===== src/rtl/pipe_ctrl_pkg.sv =====
// pipe_ctrl_pkg: shared types and constants for the pipeline hazard controller
package pipe_ctrl_pkg;
    typedef enum logic [1:0] {INIT, RUN, MEMWAIT} pipe_state_t;
    localparam int WAIT_CNT_W = 8;
    typedef struct packed {
        logic en;
        logic clear;
    } stage_ctrl_t;
endpackage


===== src/rtl/pipe_ctrl_load_use.sv =====
// load_use_detect: flags an ID source that depends on a load still in EX
module load_use_detect (
    input  logic [4:0] rs1,
    input  logic [4:0] rs2,
    input  logic [4:0] rd,
    input  logic       mem_read,
    output logic       hazard
);
    assign hazard = mem_read && rd != 5'd0 && (rd == rs1 || rd == rs2);
endmodule


===== src/rtl/pipe_ctrl.sv =====
// pipe_ctrl: pipeline enable/clear sequencing; perf counters built only with PIPE_CTRL_PERF_EN
module pipe_ctrl
    import pipe_ctrl_pkg::*;
#(
    parameter int TIMEOUT_CYCLES = 255
) (
    input  logic        clk,
    input  logic        rst_n,
    input  logic [4:0]  Rs1D,
    input  logic [4:0]  Rs2D,
    input  logic [4:0]  RdE,
    input  logic        MemReadE,
    input  logic        JumpD,
    input  logic        BranchTakenE,
    input  logic        ImemReadyF,
    input  logic        DmemReqM,
    input  logic        DmemReadyM,
    output logic        EnF,
    output logic        EnD,
    output logic        ClearD,
    output logic        EnE,
    output logic        ClearE,
    output logic        EnM,
    output logic        ClearW,
    output logic        RedirectOK,
    output logic        MemTimeout,
    output logic [31:0] StallCycles,
    output logic [31:0] FlushCount
);
    pipe_state_t           state, state_next;
    logic                  pend, pend_next, timeout_q, load_use, mem_stall;
    logic [WAIT_CNT_W-1:0] wait_cnt, wait_cnt_next;
    stage_ctrl_t           d, e;

    load_use_detect u_lud (
        .rs1      (Rs1D),
        .rs2      (Rs2D),
        .rd       (RdE),
        .mem_read (MemReadE),
        .hazard   (load_use)
    );

    assign mem_stall  = (state == MEMWAIT) ? !DmemReadyM : (state == RUN && DmemReqM && !DmemReadyM);
    assign MemTimeout = timeout_q || (state == MEMWAIT && wait_cnt == WAIT_CNT_W'(TIMEOUT_CYCLES));

    always_ff @(posedge clk or negedge rst_n) begin
        if (!rst_n) begin
            state     <= INIT;
            pend      <= 1'b0;
            wait_cnt  <= '0;
            timeout_q <= 1'b0;
        end else begin
            state     <= state_next;
            pend      <= pend_next;
            wait_cnt  <= wait_cnt_next;
            timeout_q <= MemTimeout;
        end
    end

    // a redirect seen while memory stalls is held until the stall resolves
    always_comb begin
        state_next    = (state == INIT) ? RUN : (mem_stall ? MEMWAIT : RUN);
        pend_next     = (state == MEMWAIT || mem_stall) && (pend || BranchTakenE);
        wait_cnt_next = (state == MEMWAIT) ? (&wait_cnt ? wait_cnt : wait_cnt + 1'b1)
                      : (mem_stall ? WAIT_CNT_W'(1) : wait_cnt);
    end

    always_comb begin
        EnF        = 1'b1;
        d.en       = 1'b1;
        d.clear    = 1'b0;
        e.en       = 1'b1;
        e.clear    = 1'b0;
        EnM        = 1'b1;
        ClearW     = 1'b0;
        RedirectOK = 1'b0;
        if (state == INIT) begin
            EnF     = 1'b0;
            d.clear = 1'b1;
            e.clear = 1'b1;
            ClearW  = 1'b1;
        end else if (mem_stall) begin
            EnF    = 1'b0;
            d.en   = 1'b0;
            e.en   = 1'b0;
            EnM    = 1'b0;
            ClearW = 1'b1;
        end else if (state == RUN && (BranchTakenE || pend)) begin
            RedirectOK = 1'b1;
            d.clear    = 1'b1;
            e.clear    = 1'b1;
        end else if (state == RUN && JumpD) begin
            RedirectOK = 1'b1;
            d.clear    = 1'b1;
        end else if (state == RUN && load_use) begin
            EnF     = 1'b0;
            d.en    = 1'b0;
            e.clear = 1'b1;
        end else if (state == RUN && !ImemReadyF) begin
            EnF     = 1'b0;
            d.clear = 1'b1;
        end
    end

    assign EnD    = d.en;
    assign ClearD = d.clear;
    assign EnE    = e.en;
    assign ClearE = e.clear;

`ifdef PIPE_CTRL_PERF_EN
    logic [31:0] stall_q, flush_q;
    always_ff @(posedge clk or negedge rst_n) begin
        if (!rst_n) begin
            stall_q <= '0;
            flush_q <= '0;
        end else if (state != INIT) begin
            stall_q <= stall_q + {31'd0, !EnF};
            flush_q <= flush_q + {31'd0, d.clear || e.clear};
        end
    end
    assign StallCycles = stall_q;
    assign FlushCount  = flush_q;
`else
    assign StallCycles = '0;
    assign FlushCount  = '0;
`endif
endmodule


===== config.mk =====
export PLATFORM = sky130hd
export DESIGN_NAME = pipe_ctrl
export DESIGN_NICKNAME = d
export VERILOG_FILES = /design/src/rtl/pipe_ctrl_pkg.sv /design/src/rtl/pipe_ctrl_load_use.sv /design/src/rtl/pipe_ctrl.sv
export SDC_FILE = /design/constraint.sdc
export NUM_CORES = 1
export LEC_CHECK = 0
export CORE_MARGIN = 4
export CORE_UTILIZATION = 25
export DETAILED_ROUTE_END_ITERATION = 10
export DONT_BUFFER_PORTS = 1
export GPL_ROUTABILITY_DRIVEN = 0
export PLACE_DENSITY = 0.39
export SKIP_LAST_GASP = 1
export SLEW_MARGIN = 20
export SYNTH_ARGS = -nofsm -noshare
export SYNTH_HDL_FRONTEND = slang
export SYNTH_SLANG_ARGS = --single-unit

===== constraint.sdc =====
create_clock -name clk -period 2.21 [get_ports clk]
set_input_delay 0.1105 -clock clk [delete_from_list [all_inputs] [get_ports clk]]
set_output_delay 0.1105 -clock clk [all_outputs]
set_load 0.1 [all_outputs]

Word-level counts from Yosys, hierarchy flattened
Index checks and enable logic that the tools add are counted.
- reduce and logical (&&, ||, !) cells: 21
- shift operators: 0
- div/mod/pow operators: 0
- multiply operators: 0
- muxes and demuxes: 36
- equal/unequal tests: 6
- $lt $le $gt $ge: 0
- add/subtract/negate cells: 1
- bitwise logic cells: 0
- operators by type and width (cell ; count):
    $mux 1 ; 31
    $mux 8 ; 3
    $eq 5x5->1 ; 2
    $logic_and 1x1->1 ; 10
    $add 8x1->8 const B ; 1
    $eq 8x8->1 const B ; 1
    $reduce_and 8->1 ; 1
    $reduce_bool 5->1 ; 1
    $logic_or 1x1->1 ; 4
    $mux 2 ; 2
    $eq 2x1->1 const B ; 1
    $eq 2x2->1 const B ; 1
    $logic_not 1->1 ; 2
    $logic_not 2->1 ; 1
    $ne 2x2->1 const B ; 1
    $reduce_and 2->1 ; 1
    $reduce_bool 2->1 ; 1
- memory bits (writable): 0
- memories: 0
- bits in read-only memories: 0
- bits in registers: 12
- latch bits: 0
- input port bits: 23
- output and inout port bits: 73
- word-level logic and storage cells: 68

Longest topological paths before layout
Gate-level depths: netlist of run 1.
- depth after elaboration: 9
- mapped depth: 7

Hierarchy
A second synthesis of run 1 with hierarchy kept.
- cell total of the unflattened synthesis: 156
- area total of the unflattened synthesis: 1298.7 um^2
- by module, submodules not included (module ; instances ; cells each ; seq. area each (um^2) ; area an instance (um^2)):
    pipe_ctrl ; 1 ; 139 ; 300.3 ; 1173.6
    load_use_detect ; 1 ; 17 ; 0.0 ; 125.1

Least setup slack after synthesis of run 1
OpenSTA, ideal clock, no wires.
- path kind: flip-flop to output port
- from: reg state[1]
- to: out ClearD
- path slack: -3.226 ns
- arrival time: 5.326 ns
- stages on the path, launching flop included: 6
- buffers on the path: 1
- path through: dfrtp_1 -> buf_6 -> nand2b_1 -> nor3_1 -> nor2_1 -> a211oi_1
- longest elaborated chain between the ends: 8
- RTL lines (element ; RTL line ; text):
    start, declared ; pipe_ctrl.sv:30 ; pipe_state_t state, state_next;
    start signal, assigned ; pipe_ctrl.sv:53 ; state <= state_next;
    $eq 2x1->1 ; -- ;
    $logic_and 1x1->1 ; pipe_ctrl.sv:99 ; end else if (state == RUN && !ImemReadyF) begin
    $mux 1 ; pipe_ctrl.sv:99 ;
    $mux 1 ; pipe_ctrl.sv:95 ; end else if (state == RUN && load_use) begin
    $mux 1 ; pipe_ctrl.sv:92 ; end else if (state == RUN && JumpD) begin
    $mux 1 ; pipe_ctrl.sv:88 ; end else if (state == RUN && (BranchTakenE || pend)) begin
    $mux 1 ; pipe_ctrl.sv:82 ; end else if (mem_stall) begin
    $mux 1 (*) ; pipe_ctrl.sv:77 ; if (state == INIT) begin
    end, declared ; pipe_ctrl.sv:20 ; output logic ClearD,
Mark *: on every way between the ends. The rest lies on a longest branch, timed or not.

Final worst setup path of run 1
Same ends and word-level chain as after synthesis.

==> impl_metrics.sql, run 1 <==
INSERT INTO impl_metrics (metric_group, metric, value, unit) VALUES
('run_status', 'outcome', 'finished, final reports clean', ''),
('run', 'cap_viol_max_count', '0', ''),
('synth', 'yosysSeqAreaShare', '21.9', '%'),
('pwr', 'p_per_area', '918', 'nW/um2'),
('pwr', 'cellInternalPower', '0.000505', 'W'),
('placement', 'placedCellCount', '238', ''),
('critical_path', 'critical_path_peak_fanout', '10', ''),
('route', 'mean_number_of_vias_per_cell', '3.76', ''),
('grt', 'use_met1', '9.63', '%'),
('cells_and_area', 'n_antenna_cell', '0', ''),
('floorplan', 'design.die.area', '6720', 'um2'),
('grt', 'grt-busiest-layer', 'met2', ''),
('route', 'routedWlPerCell', '10.8', 'um'),
('critical_path', 'path_buf_inv', '2', ''),
('pwr', 'peakVddDrop', '0.320', 'mV'),
('min_path', 'holdCritPathClass', 'input port to register', ''),
('synth', 'synthesized_flop_and_latch_total', '12', ''),
('sta', 'worst_slack', '0.160', 'ns'),
('sta', 'unrepaired_setup_endpoints_after_global_routing', 'no', ''),
('cells_and_area', 'fin_cells', '244', ''),
('synth', 'synth-warning-count', '0', ''),
('critical_path', 'path_class', 'register to output port', ''),
('sta', 'finalCritPeriodShare', '92.8', '%'),
('cts', 'cts-root-buf', 'sky130_fd_sc_hd__clkbuf_8', ''),
('synth', 'synth.lib_cells_used.distinct', '36', ''),
('critical_path', 'crit_path_cell_trace', 'or2b_1, a21oi_2, buf_4, o221a_2, a211oi_4, buf_12', ''),
('route', 'routed_wl', '2650', 'um'),
('grt', 'grt_overflow', '0', ''),
('synth', 'post_synth_inst_count', '164', ''),
('route', 'number_of_iterations_in_the_first_detailed_routing_pass', '4', ''),
('grt', 'initial_antenna_violation_count', '0', ''),
('floorplan', 'boundaryPins', '96', ''),
('placement', 'pre_cts_ws', '0.232', 'ns'),
('route', 'remaining_drc_errors', '0', ''),
('grt', 'global_route.usage.met2', '11.0', '%'),
('cells_and_area', 'layout_commonest_cell', 'sky130_fd_sc_hd__conb_1', ''),
('critical_path', 'beginning_of_the_critical_path', 'state[1]$_DFF_PN0_', ''),
('cells_and_area', 'multi_input_comb_area', '818', 'um2'),
('pwr', 'static_leak', '0.641', 'nW'),
('pwr', 'comb_power_share', '61.1', '%'),
('critical_path', 'max_incr_delay_on_cp', '0.48', 'ns'),
('synth', 'synth_top_area_cell', 'sky130_fd_sc_hd__buf_4', ''),
('critical_path', 'cp_slowest_cell', 'sky130_fd_sc_hd__dfrtp_2', ''),
('critical_path', 'crit_path_end_kind', 'output port', ''),
('floorplan', 'dieWidth', '82.0', 'um'),
('route', 'antenna_viol_nets_final', '0', ''),
('cells_and_area', 'nets', '199', ''),
('sta', 'post_layout_minimum_cycle_time', '2.05', 'ns'),
('floorplan', 'die_height', '82.0', 'um'),
('sta', 'slew-limit-headroom', '53.7', '%'),
('synth', 'ys_top_cells_by_area', 'sky130_fd_sc_hd__buf_4, sky130_fd_sc_hd__dfrtp_1, sky130_fd_sc_hd__xnor2_1', ''),
('cts', 'inserted_clock_buffers', '3', ''),
('pwr', 'pwr-share-seq', '20.7', '%'),
('cts', 'clk_path_buf_depth', '2', ''),
('sta', 'finalHoldViolations', '0', ''),
('cells_and_area', 'design_area', '1410', 'um2'),
('synth', 'yosys_most_used_dff', 'sky130_fd_sc_hd__dfrtp_1', ''),
('synth', 'syn_area', '1370', 'um2'),
('route', 'vias', '917', ''),
('cts', 'clk_latency', '0.24', 'ns'),
('grt', 'vias_in_the_first_global_route', '823', ''),
('cells_and_area', 'sequential_cell_area', '302', 'um2'),
('placement', 'placed_area', '1330', 'um2'),
('sta', 'clock_skew', '0.00246', 'ns'),
('sta', 'timing.final.max_slew_violations', '0', ''),
('cts', 'tritoncts', 'done', ''),
('cts', 'cts_num_sinks', '12', ''),
('grt', 'gr-usage-all-layers', '7.39', '%'),
('sta', 'final_number_of_setup_violating_endpoints', '0', ''),
('synth', 'avgSynthCellArea', '8.35', 'um2'),
('cts', 'clk_transition_reported_paths', '0.05', 'ns');
==> power groups by stage <==
stage,logic (W),clock network (W),registers (W)
floorplan,0.000820,0,0.000261
global placement,0.000784,0,0.000270
detailed placement,0.000781,0,0.000271
CTS,0.000790,0.000244,0.000267
global route,0.000821,0.000255,0.000273
finish,0.000790,0.000235,0.000268
==> worst register-to-register path: cells and delay by family (launching register included) <==
family | cells | cell delay [ns]
AO/OA/AOI/OAI | 1 | 0.15
adder cells (fa/ha/maj) | 1 | 0.26
flip-flops | 1 | 0.42
AND/OR/NAND/NOR | 3 | 1.02
==> registers in the layout, summed over array words and instances (netlist names) <==
| register | count |
|---|---|
| wait_cnt | 8 |
| timeout_q | 1 |
| state | 2 |
| pend | 1 |
==> cell families after synthesis <==
family,after synthesis,share of synthesized area (%)
and+or+nand+nor,41,18.0
AOI/OAI and AO/OA,24,12.1
other,1,0.274
buffers and inverters,75,40.4
DFF,12,21.9
adders and majority gates,1,0.914
xor gates and xnor gates,10,6.40
==> cells in the mapped netlist (2+ instances only) <==
cell type and instances:
sky130_fd_sc_hd__or4_1 6, sky130_fd_sc_hd__o21ai_0 4, sky130_fd_sc_hd__buf_6 3, sky130_fd_sc_hd__inv_1 5, sky130_fd_sc_hd__nand3_1 6, sky130_fd_sc_hd__buf_4 66
sky130_fd_sc_hd__a211oi_1 2, sky130_fd_sc_hd__nor2_1 7, sky130_fd_sc_hd__xnor2_1 10, sky130_fd_sc_hd__dfrtp_1 12, sky130_fd_sc_hd__or2_2 2, sky130_fd_sc_hd__nor3_1 6
sky130_fd_sc_hd__a21oi_1 6, sky130_fd_sc_hd__o31ai_1 4, sky130_fd_sc_hd__a22o_1 2, sky130_fd_sc_hd__nand2_1 3
==> layer usage <==
metal  wire, um  vias up
met4         13        0
met3        313        2
met5          0        -
met2       1240       51
li1           -      450
met1       1080      414
==> final timing paths <==
kind / slack [ns] / cells after the start / endpoint
setup / recovery: 0.16 / 6 / ClearD
hold / removal: 0.06 / 2 / pend$_DFF_PN0_
setup reg to reg: 0.28 / 5 / wait_cnt[4]$_DFFE_PN0P_
hold reg to reg: 0.54 / 2 / wait_cnt[4]$_DFFE_PN0P_
max in group asynchronous: 1.47 / 1 / state[1]$_DFF_PN0_
min in group asynchronous: 0.32 / 1 / wait_cnt[7]$_DFFE_PN0P_
==> per-stage QoR <==
stage / TNS (ns) / util, % / power [W] / hold WS (ns)
3_5_place_dp: 0 / 25.6 / 0.00105 / -0.184
2_1_floorplan: -0.578 / - / 0.00108 / -0.185
3_3_place_gp: 0 / 25.6 / 0.00105 / -0.184
6_report: 0 / 27.1 / 0.00129 / 0.0567
4_1_cts: 0 / 27.0 / 0.00130 / 0.0585
5_1_grt: 0 / 27.1 / 0.00135 / 0.104
==> timing repair <==
| item | in CTS | in global routing |
|---|---|---|
| setup endpoints to repair | 0 | 4 |
| hold endpoints to repair | 13 | 0 |
| hold buffers | 2 | 0 |
| gates resized for setup | 0 | 2 |
==> final cells by class <==
type / count / share of cell area [%]
multi-input cells: 140 / 58.1
flip-flops and latches: 12 / 21.4
repair buffers: 13 / 9.06
well taps: 70 / 6.22
clock buffers: 4 / 3.91
inverters: 5 / 1.33
No activity file was read; power rests on OpenSTA's default activity.
==> run 2: changes to the inputs <==
--- a/config.mk
+++ b/config.mk
@@ -5,11 +5,14 @@
 export SDC_FILE = /design/constraint.sdc
 export NUM_CORES = 1
 export LEC_CHECK = 0
+export ABC_AREA = 1
+export CAP_MARGIN = 10
 export CORE_MARGIN = 4
 export CORE_UTILIZATION = 25
 export DETAILED_ROUTE_END_ITERATION = 10
 export DONT_BUFFER_PORTS = 1
 export GPL_ROUTABILITY_DRIVEN = 0
+export GPL_TIMING_DRIVEN = 0
 export PLACE_DENSITY = 0.39
 export SKIP_LAST_GASP = 1
 export SLEW_MARGIN = 20
==> impl_metrics.sql, run 2 <==
INSERT INTO impl_metrics (metric_group, metric, value, unit) VALUES
('cells_and_area', 'n_antenna_cell', '0', ''),
('synth', 'synthesized_flop_and_latch_total', '12', ''),
('critical_path', 'path_class', 'register to output port', ''),
('cells_and_area', 'layout_commonest_cell', 'sky130_fd_sc_hd__buf_4', ''),
('pwr', 'peakVddDrop', '0.191', 'mV'),
('cts', 'inserted_clock_buffers', '3', ''),
('grt', 'use_met1', '9.13', '%'),
('grt', 'grt_max_degree', '13', ''),
('critical_path', 'start_kind', 'register', ''),
('pwr', 'switching_share', '61.0', '%'),
('critical_path', 'cp.required', '2.10', 'ns'),
('placement', 'numPortBuffers', '0', ''),
('cts', 'cts_num_sinks', '12', ''),
('sta', 'finalHoldViolations', '0', ''),
('critical_path', 'worst_r2r_startpoint', 'wait_cnt[0]$_DFFE_PN0P_', ''),
('floorplan', 'std_cell_rows', '27', ''),
('critical_path', 'worst_ep_arrival_time', '2.00', 'ns'),
('critical_path', 'regToRegSetupSlack', '0.59', 'ns'),
('cts', 'clock_tree.htree_level_count', '1', ''),
('placement', 'placed_area', '1790', 'um2'),
('placement', 'placedCellCount', '346', ''),
('pwr', 'comb_power_share', '64.0', '%'),
('route', 'routed_wl', '2910', 'um'),
('grt', 'initial_antenna_violation_count', '0', ''),
('sta', 'slew-limit-headroom', '43.9', '%'),
('synth', 'synth_common_cells', 'sky130_fd_sc_hd__buf_4, sky130_fd_sc_hd__nand2_1, sky130_fd_sc_hd__inv_1, sky130_fd_sc_hd__nor2_1, sky130_fd_sc_hd__nand3_1', ''),
('critical_path', 'critical_path_peak_fanout', '5', ''),
('cts', 'tritoncts', 'done', ''),
('sta', 'fin_setup_tns', '0', 'ns'),
('floorplan', 'initial_utilization', '26.1', '%'),
('cells_and_area', 'nets', '305', ''),
('synth', 'yosysSeqAreaShare', '20.7', '%'),
('grt', 'first_pass_grt_wire_length', '4580', 'um'),
('sta', 'finalCritPeriodShare', '95.7', '%'),
('route', 'remaining_drc_errors', '0', ''),
('run', 'cap_viol_max_count', '0', ''),
('min_path', 'worst_hold_endpoint', 'pend$_DFF_PN0_', ''),
('synth', 'syn_area', '1450', 'um2'),
('synth', 'synth.lib_cells_used.distinct', '28', ''),
('floorplan', 'placeableCoreArea', '5570', 'um2'),
('route', 'vias', '1169', ''),
('cells_and_area', 'n_fill_cell', '610', ''),
('route', 'antenna_viol_nets_final', '0', ''),
('synth', 'synth_top_area_cell', 'sky130_fd_sc_hd__buf_4', ''),
('critical_path', 'worst_r2r_endpoint', 'timeout_q$_DFF_PN0_', ''),
('floorplan', 'design.die.area', '7090', 'um2'),
('sta', 'maxClockFrequency', '473', 'MHz'),
('min_path', 'worstHoldStart', 'BranchTakenE', ''),
('critical_path', 'crit_path_end_kind', 'output port', ''),
('route', 'mean_number_of_vias_per_cell', '3.32', ''),
('critical_path', 'timing.reg2reg.worst_path_depth', '5', ''),
('placement', 'pre_cts_ws', '-0.121', 'ns'),
('cells_and_area', 'largest_register_ff_count', '8', ''),
('sta', 'max_slew.worst_pin.slew', '0.840', 'ns'),
('sta', 'timing.final.max_slew_violations', '0', ''),
('cells_and_area', 'sequential_cell_area', '300', 'um2'),
('cells_and_area', 'biggestRegsByFlops', 'wait_cnt x8, state x2', ''),
('cells_and_area', 'synthToLayoutAreaGrowth', '32.0', '%'),
('synth', 'yosysMostFrequentCell', 'sky130_fd_sc_hd__buf_4', ''),
('min_path', 'worstHoldPathCells', '4', ''),
('synth', 'avgSynthCellArea', '6.88', 'um2'),
('pwr', 'pwr-share-seq', '17.8', '%'),
('pwr', 'p_switching', '0.000830', 'W'),
('sta', 'unrepaired_setup_endpoints_after_global_routing', 'yes', ''),
('pwr', 'p_per_area', '709', 'nW/um2'),
('cts', 'clk_path_buf_depth', '2', ''),
('placement', 'dpl.hpwl', '2560', 'um'),
('grt', 'met3_usage', '3.24', '%'),
('pwr', 'static_leak', '1.17', 'nW'),
('cells_and_area', 'design_area', '1920', 'um2'),
('critical_path', 'max_incr_delay_on_cp', '0.54', 'ns'),
('route', 'first_iter_violations', '45', ''),
('cts', 'cts-root-buf', 'sky130_fd_sc_hd__clkbuf_8', ''),
('floorplan', 'dieWidth', '84.2', 'um'),
('route', 'number_of_iterations_in_the_first_detailed_routing_pass', '4', ''),
('grt', 'global_route.usage.met2', '12.6', '%'),
('grt', 'vias_in_the_first_global_route', '1014', ''),
('cells_and_area', 'registers.top_by_ff_count', 'wait_cnt', ''),
('min_path', 'holdCritPathClass', 'input port to register', ''),
('cts', 'clk_latency', '0.24', 'ns'),
('sta', 'final_number_of_setup_violating_endpoints', '0', ''),
('synth', 'synth-edff-count', '0', ''),
('synth', 'netlist.area_leader.share', '33.6', '%'),
('run_status', 'outcome', 'finished, final reports clean', ''),
('grt', 'grt_overflow', '0', ''),
('cells_and_area', 'final_layout_size_suffix_gt1_share', '35.4', '%'),
('critical_path', 'cp_slowest_cell', 'sky130_fd_sc_hd__nor2_4', ''),
('cells_and_area', 'multi_input_comb_area', '828', 'um2'),
('cts', 'clk_transition_reported_paths', '0.05', 'ns'),
('sta', 'worst_slack', '0.0961', 'ns'),
('grt', 'gr-usage-all-layers', '7.80', '%'),
('route', 'routedWlPerCell', '8.26', 'um'),
('grt', 'grt-busiest-layer', 'met2', ''),
('sta', 'post_layout_minimum_cycle_time', '2.11', 'ns'),
('synth', 'asyncSetResetFlopFracSynth', '100', '%'),
('floorplan', 'die_height', '84.2', 'um'),
('synth', 'yosys_most_used_dff', 'sky130_fd_sc_hd__dfrtp_1', ''),
('cells_and_area', 'finish.utilization', '34.4', '%'),
('pwr', 'clock_share_of_power', '18.2', '%'),
('synth', 'ys_top_cells_by_area', 'sky130_fd_sc_hd__buf_4, sky130_fd_sc_hd__dfrtp_1, sky130_fd_sc_hd__nand2_1', ''),
('sta', 'clock_skew', '0.00355', 'ns'),
('synth', 'synth-warning-count', '0', ''),
('critical_path', 'crit_path_cell_trace', 'nand2_2, inv_2, nand3b_2, o21ai_4, nor2_4, inv_4, nand3_4', ''),
('cells_and_area', 'fin_cells', '352', ''),
('pwr', 'cellInternalPower', '0.000530', 'W'),
('synth', 'post_synth_inst_count', '211', ''),
('floorplan', 'boundaryPins', '96', ''),
('cells_and_area', 'layout.cells.most_common_list', 'sky130_fd_sc_hd__buf_4, sky130_fd_sc_hd__conb_1, sky130_fd_sc_hd__nand2_1', '');
==> run 2: kinds of logic after synthesis <==
logic type	after synthesis	share of synthesized area (%)
buffers and inverters	99	42.7
and+or+nand+nor	81	26.4
AOI/OAI and AO/OA	12	6.12
DFF	12	20.7
xor gates and xnor gates	5	3.02
adders and majority gates	1	0.861
other	1	0.258
==> run 2: per-layer routing <==
layer,vias to the layer above,wire (um)
li1,642,-
met1,458,1160
met2,65,1290
met3,4,419
met4,0,40
met5,-,0
==> run 2: metrics by stage <==
step,hold slack (ns),power (W)
after floorplan,-0.185,0.00106
after global placement,-0.185,0.00108
after detailed placement,-0.185,0.00108
after CTS,0.0855,0.00136
after global routing,0.135,0.00141
final,0.0847,0.00136
==> run 2: worst max path at each step <==
stage / slack [ns] / from / to / depth (start not counted)
3_3_place_gp: -0.12 / state[0]$_DFF_PN0_ / ClearD / 7
6_report: 0.1 / state[0]$_DFF_PN0_ / ClearD / 7
5_1_grt: -0.03 / state[0]$_DFF_PN0_ / EnF / 8
2_1_floorplan: 0.03 / state[0]$_DFF_PN0_ / ClearD / 7
3_5_place_dp: -0.12 / state[0]$_DFF_PN0_ / ClearD / 7
4_1_cts: 0.04 / state[0]$_DFF_PN0_ / ClearD / 7
==> run 2: area by class of cell <==
class | count | area share, %
multi-input combinational | 163 | 43.2
buffer | 65 | 25.5
sequential | 12 | 15.7
inverter | 34 | 7.05
tap | 72 | 4.70
clock buffer | 4 | 2.87
timing repair buffer | 2 | 1.04
==> run 2: power groups by stage <==
stage	Sequential [W]	Combinational [W]	Clock, W
after floorplan	0.000244	0.000812	0
after global placement	0.000246	0.000835	0
after detailed placement	0.000246	0.000836	0
after CTS	0.000242	0.000863	0.000258
after global routing	0.000244	0.000904	0.000265
final	0.000242	0.000870	0.000247
==> run 2: worst max-delay path: cells and delay by family, from the launching register on <==
family,cells,cell delay [ns]
flip-flops,1,0.42
AND/OR/NAND/NOR,4,1.05
AO/OA/AOI/OAI,1,0.11
buffers and inverters,2,0.18
==> run 2: timing repair <==
item                                    in CTS  in global routing
hold buffers                                 2                  0
hold endpoints to repair                    13                  0
resized for setup                            7                  3
pin swaps                                    2                  1
endpoints found under the setup margin       2                  4
buffers inserted                             0                  0
==> run 3: changes to the inputs <==
--- a/config.mk
+++ b/config.mk
@@ -8,12 +8,12 @@
 export ABC_AREA = 1
 export CAP_MARGIN = 10
 export CORE_MARGIN = 4
-export CORE_UTILIZATION = 25
+export CORE_UTILIZATION = 40
 export DETAILED_ROUTE_END_ITERATION = 10
 export DONT_BUFFER_PORTS = 1
 export GPL_ROUTABILITY_DRIVEN = 0
 export GPL_TIMING_DRIVEN = 0
-export PLACE_DENSITY = 0.39
+export PLACE_DENSITY = 0.55
 export SKIP_LAST_GASP = 1
 export SLEW_MARGIN = 20
 export SYNTH_ARGS = -nofsm -noshare
==> impl_metrics.sql, run 3 (synthesized netlist as in run 2, its figures left out) <==
INSERT INTO impl_metrics (metric_group, metric, value, unit) VALUES
('critical_path', 'timing.reg2reg.worst_path_depth', '5', ''),
('cts', 'clk_latency', '0.27', 'ns'),
('pwr', 'p_per_area', '682', 'nW/um2'),
('floorplan', 'std_cell_rows', '21', ''),
('cells_and_area', 'biggestRegsByFlops', 'wait_cnt x8, state x2', ''),
('critical_path', 'critical_path_peak_fanout', '5', ''),
('critical_path', 'path_class', 'register to output port', ''),
('grt', 'grt-busiest-layer', 'met2', ''),
('cts', 'clk_transition_reported_paths', '0.07', 'ns'),
('sta', 'slew-limit-headroom', '44.0', '%'),
('floorplan', 'die_height', '68.3', 'um'),
('grt', 'grt_overflow', '0', ''),
('cells_and_area', 'multi_input_comb_area', '841', 'um2'),
('run', 'cap_viol_max_count', '0', ''),
('cells_and_area', 'n_fill_cell', '348', ''),
('route', 'first_iter_violations', '17', ''),
('route', 'routedWlPerCell', '8.30', 'um'),
('cells_and_area', 'layout_commonest_cell', 'sky130_fd_sc_hd__buf_4', ''),
('sta', 'worst_slack', '0.0932', 'ns'),
('cells_and_area', 'n_antenna_cell', '0', ''),
('grt', 'use_met1', '13.8', '%'),
('floorplan', 'design.die.area', '4660', 'um2'),
('route', 'number_of_iterations_in_the_first_detailed_routing_pass', '4', ''),
('sta', 'max_slew.worst_pin.slew', '0.839', 'ns'),
('sta', 'final_number_of_setup_violating_endpoints', '0', ''),
('grt', 'gr-usage-all-layers', '11.8', '%'),
('cts', 'clock_tree.htree_level_count', '1', ''),
('grt', 'met3_usage', '5.91', '%'),
('critical_path', 'worst_r2r_endpoint', 'timeout_q$_DFF_PN0_', ''),
('placement', 'dpl.hpwl', '2410', 'um'),
('floorplan', 'dieWidth', '68.3', 'um'),
('critical_path', 'worst_r2r_startpoint', 'wait_cnt[0]$_DFFE_PN0P_', ''),
('floorplan', 'placeableCoreArea', '3420', 'um2'),
('cells_and_area', 'finish.utilization', '55.4', '%'),
('grt', 'first_pass_grt_wire_length', '4120', 'um'),
('cells_and_area', 'sequential_cell_area', '300', 'um2'),
('critical_path', 'regToRegSetupSlack', '0.60', 'ns'),
('cells_and_area', 'registers.top_by_ff_count', 'wait_cnt', ''),
('cells_and_area', 'layout.cells.most_common_list', 'sky130_fd_sc_hd__buf_4, sky130_fd_sc_hd__conb_1, sky130_fd_sc_hd__nand2_1', ''),
('run_status', 'outcome', 'finished, final reports clean', ''),
('cts', 'clk_path_buf_depth', '2', ''),
('route', 'vias', '1167', ''),
('cells_and_area', 'synthToLayoutAreaGrowth', '30.3', '%'),
('critical_path', 'cp.required', '2.10', 'ns'),
('pwr', 'total_power', '0.00129', 'W'),
('critical_path', 'critPathCapture', 'ClearD', ''),
('cts', 'cts-root-buf', 'sky130_fd_sc_hd__clkbuf_4', ''),
('grt', 'vias_in_the_first_global_route', '954', ''),
('sta', 'unrepaired_setup_endpoints_after_global_routing', 'yes', ''),
('critical_path', 'beginning_of_the_critical_path', 'state[0]$_DFF_PN0_', ''),
('sta', 'hold-worst-slack', '0.0671', 'ns'),
('sta', 'post_layout_minimum_cycle_time', '2.12', 'ns'),
('grt', 'global_route.usage.met2', '19.4', '%'),
('sta', 'finalCritPeriodShare', '95.8', '%'),
('route', 'mean_number_of_vias_per_cell', '3.56', ''),
('sta', 'clock_skew', '0.00226', 'ns'),
('cts', 'cts_num_sinks', '12', ''),
('placement', 'numPortBuffers', '0', ''),
('sta', 'finalHoldViolations', '0', ''),
('cts', 'tritoncts', 'done', ''),
('pwr', 'static_leak', '1.18', 'nW'),
('critical_path', 'worst_ep_arrival_time', '2.01', 'ns'),
('grt', 'initial_antenna_violation_count', '0', ''),
('route', 'routed_wl', '2720', 'um'),
('floorplan', 'initial_utilization', '42.5', '%'),
('critical_path', 'start_kind', 'register', ''),
('sta', 'maxClockFrequency', '472', 'MHz'),
('cells_and_area', 'final_layout_size_suffix_gt1_share', '36.2', '%'),
('sta', 'timing.final.max_slew_violations', '0', ''),
('cells_and_area', 'largest_register_ff_count', '8', ''),
('grt', 'grt_max_degree', '13', ''),
('cells_and_area', 'nets', '307', ''),
('critical_path', 'crit_path_end_kind', 'output port', ''),
('route', 'antenna_viol_nets_final', '0', ''),
('placement', 'pre_cts_ws', '-0.124', 'ns'),
('min_path', 'worstHoldStart', 'DmemReqM', ''),
('floorplan', 'boundaryPins', '96', ''),
('pwr', 'peakVddDrop', '0.408', 'mV'),
('route', 'remaining_drc_errors', '0', ''),
('min_path', 'holdCritPathClass', 'input port to register', ''),
('cts', 'inserted_clock_buffers', '3', '');
-- run 3: how the worst min path moves through the flow --
stage / slack (ns) / to / cells after the start
3_3_place_gp: -0.18 / wait_cnt[5]$_DFFE_PN0P_ / 0
4_1_cts: 0.04 / pend$_DFF_PN0_ / 4
2_1_floorplan: -0.19 / pend$_DFF_PN0_ / 0
6_report: 0.07 / state[1]$_DFF_PN0_ / 2
3_5_place_dp: -0.18 / wait_cnt[5]$_DFFE_PN0P_ / 0
5_1_grt: 0.05 / state[1]$_DFF_PN0_ / 2
-- run 3: report_power, final --
part	internal [W]	total [W]	switching, W	leakage (nW)
combinational	0.000146	0.000881	0.000735	1.00
clock	0.000100	0.000168	0.0000681	0.0210
sequential	0.000232	0.000242	0.00000932	0.157
total	0.000478	0.00129	0.000812	1.18
-- run 3: what timing repair did --
action	CTS	global route
endpoints found under the hold margin	13	0
setup endpoints to repair	2	4
hold buffers	2	0
resized for setup	7	6
pin swaps	2	2
buffers inserted	0	2
-- run 3: per-stage QoR --
stage	instances	cell area [um2]	setup TNS, ns
global placement	320	1760	-0.112
detailed placement	320	1760	-0.124
floorplan	274	1700	0
CTS	326	1850	0
global route	328	1890	-0.0132
finish	328	1890	0
-- run 3: final cells by class --
class | instances | share of cell area, %
multi-input combinational | 163 | 44.4
buffer | 65 | 25.8
sequential | 12 | 15.9
inverter | 34 | 7.14
tap | 46 | 3.04
clock buffer | 4 | 1.92
timing repair buffer | 4 | 1.85
-- run 3: layer usage --
layer	vias up	routed length [um]
li1	654	-
met1	446	1100
met2	65	1170
met3	2	444
met4	0	10
met5	-	0
-- run 3: worst max-delay path, cell delays in order (launching register included) --
cell and delay [ns]:
sky130_fd_sc_hd__dfrtp_1 0.42, sky130_fd_sc_hd__nand2_2 0.11, sky130_fd_sc_hd__inv_2 0.07, sky130_fd_sc_hd__nand3b_4 0.10, sky130_fd_sc_hd__o21ai_4 0.09, sky130_fd_sc_hd__nor2_4 0.54, sky130_fd_sc_hd__inv_4 0.12, sky130_fd_sc_hd__nand3_4 0.28
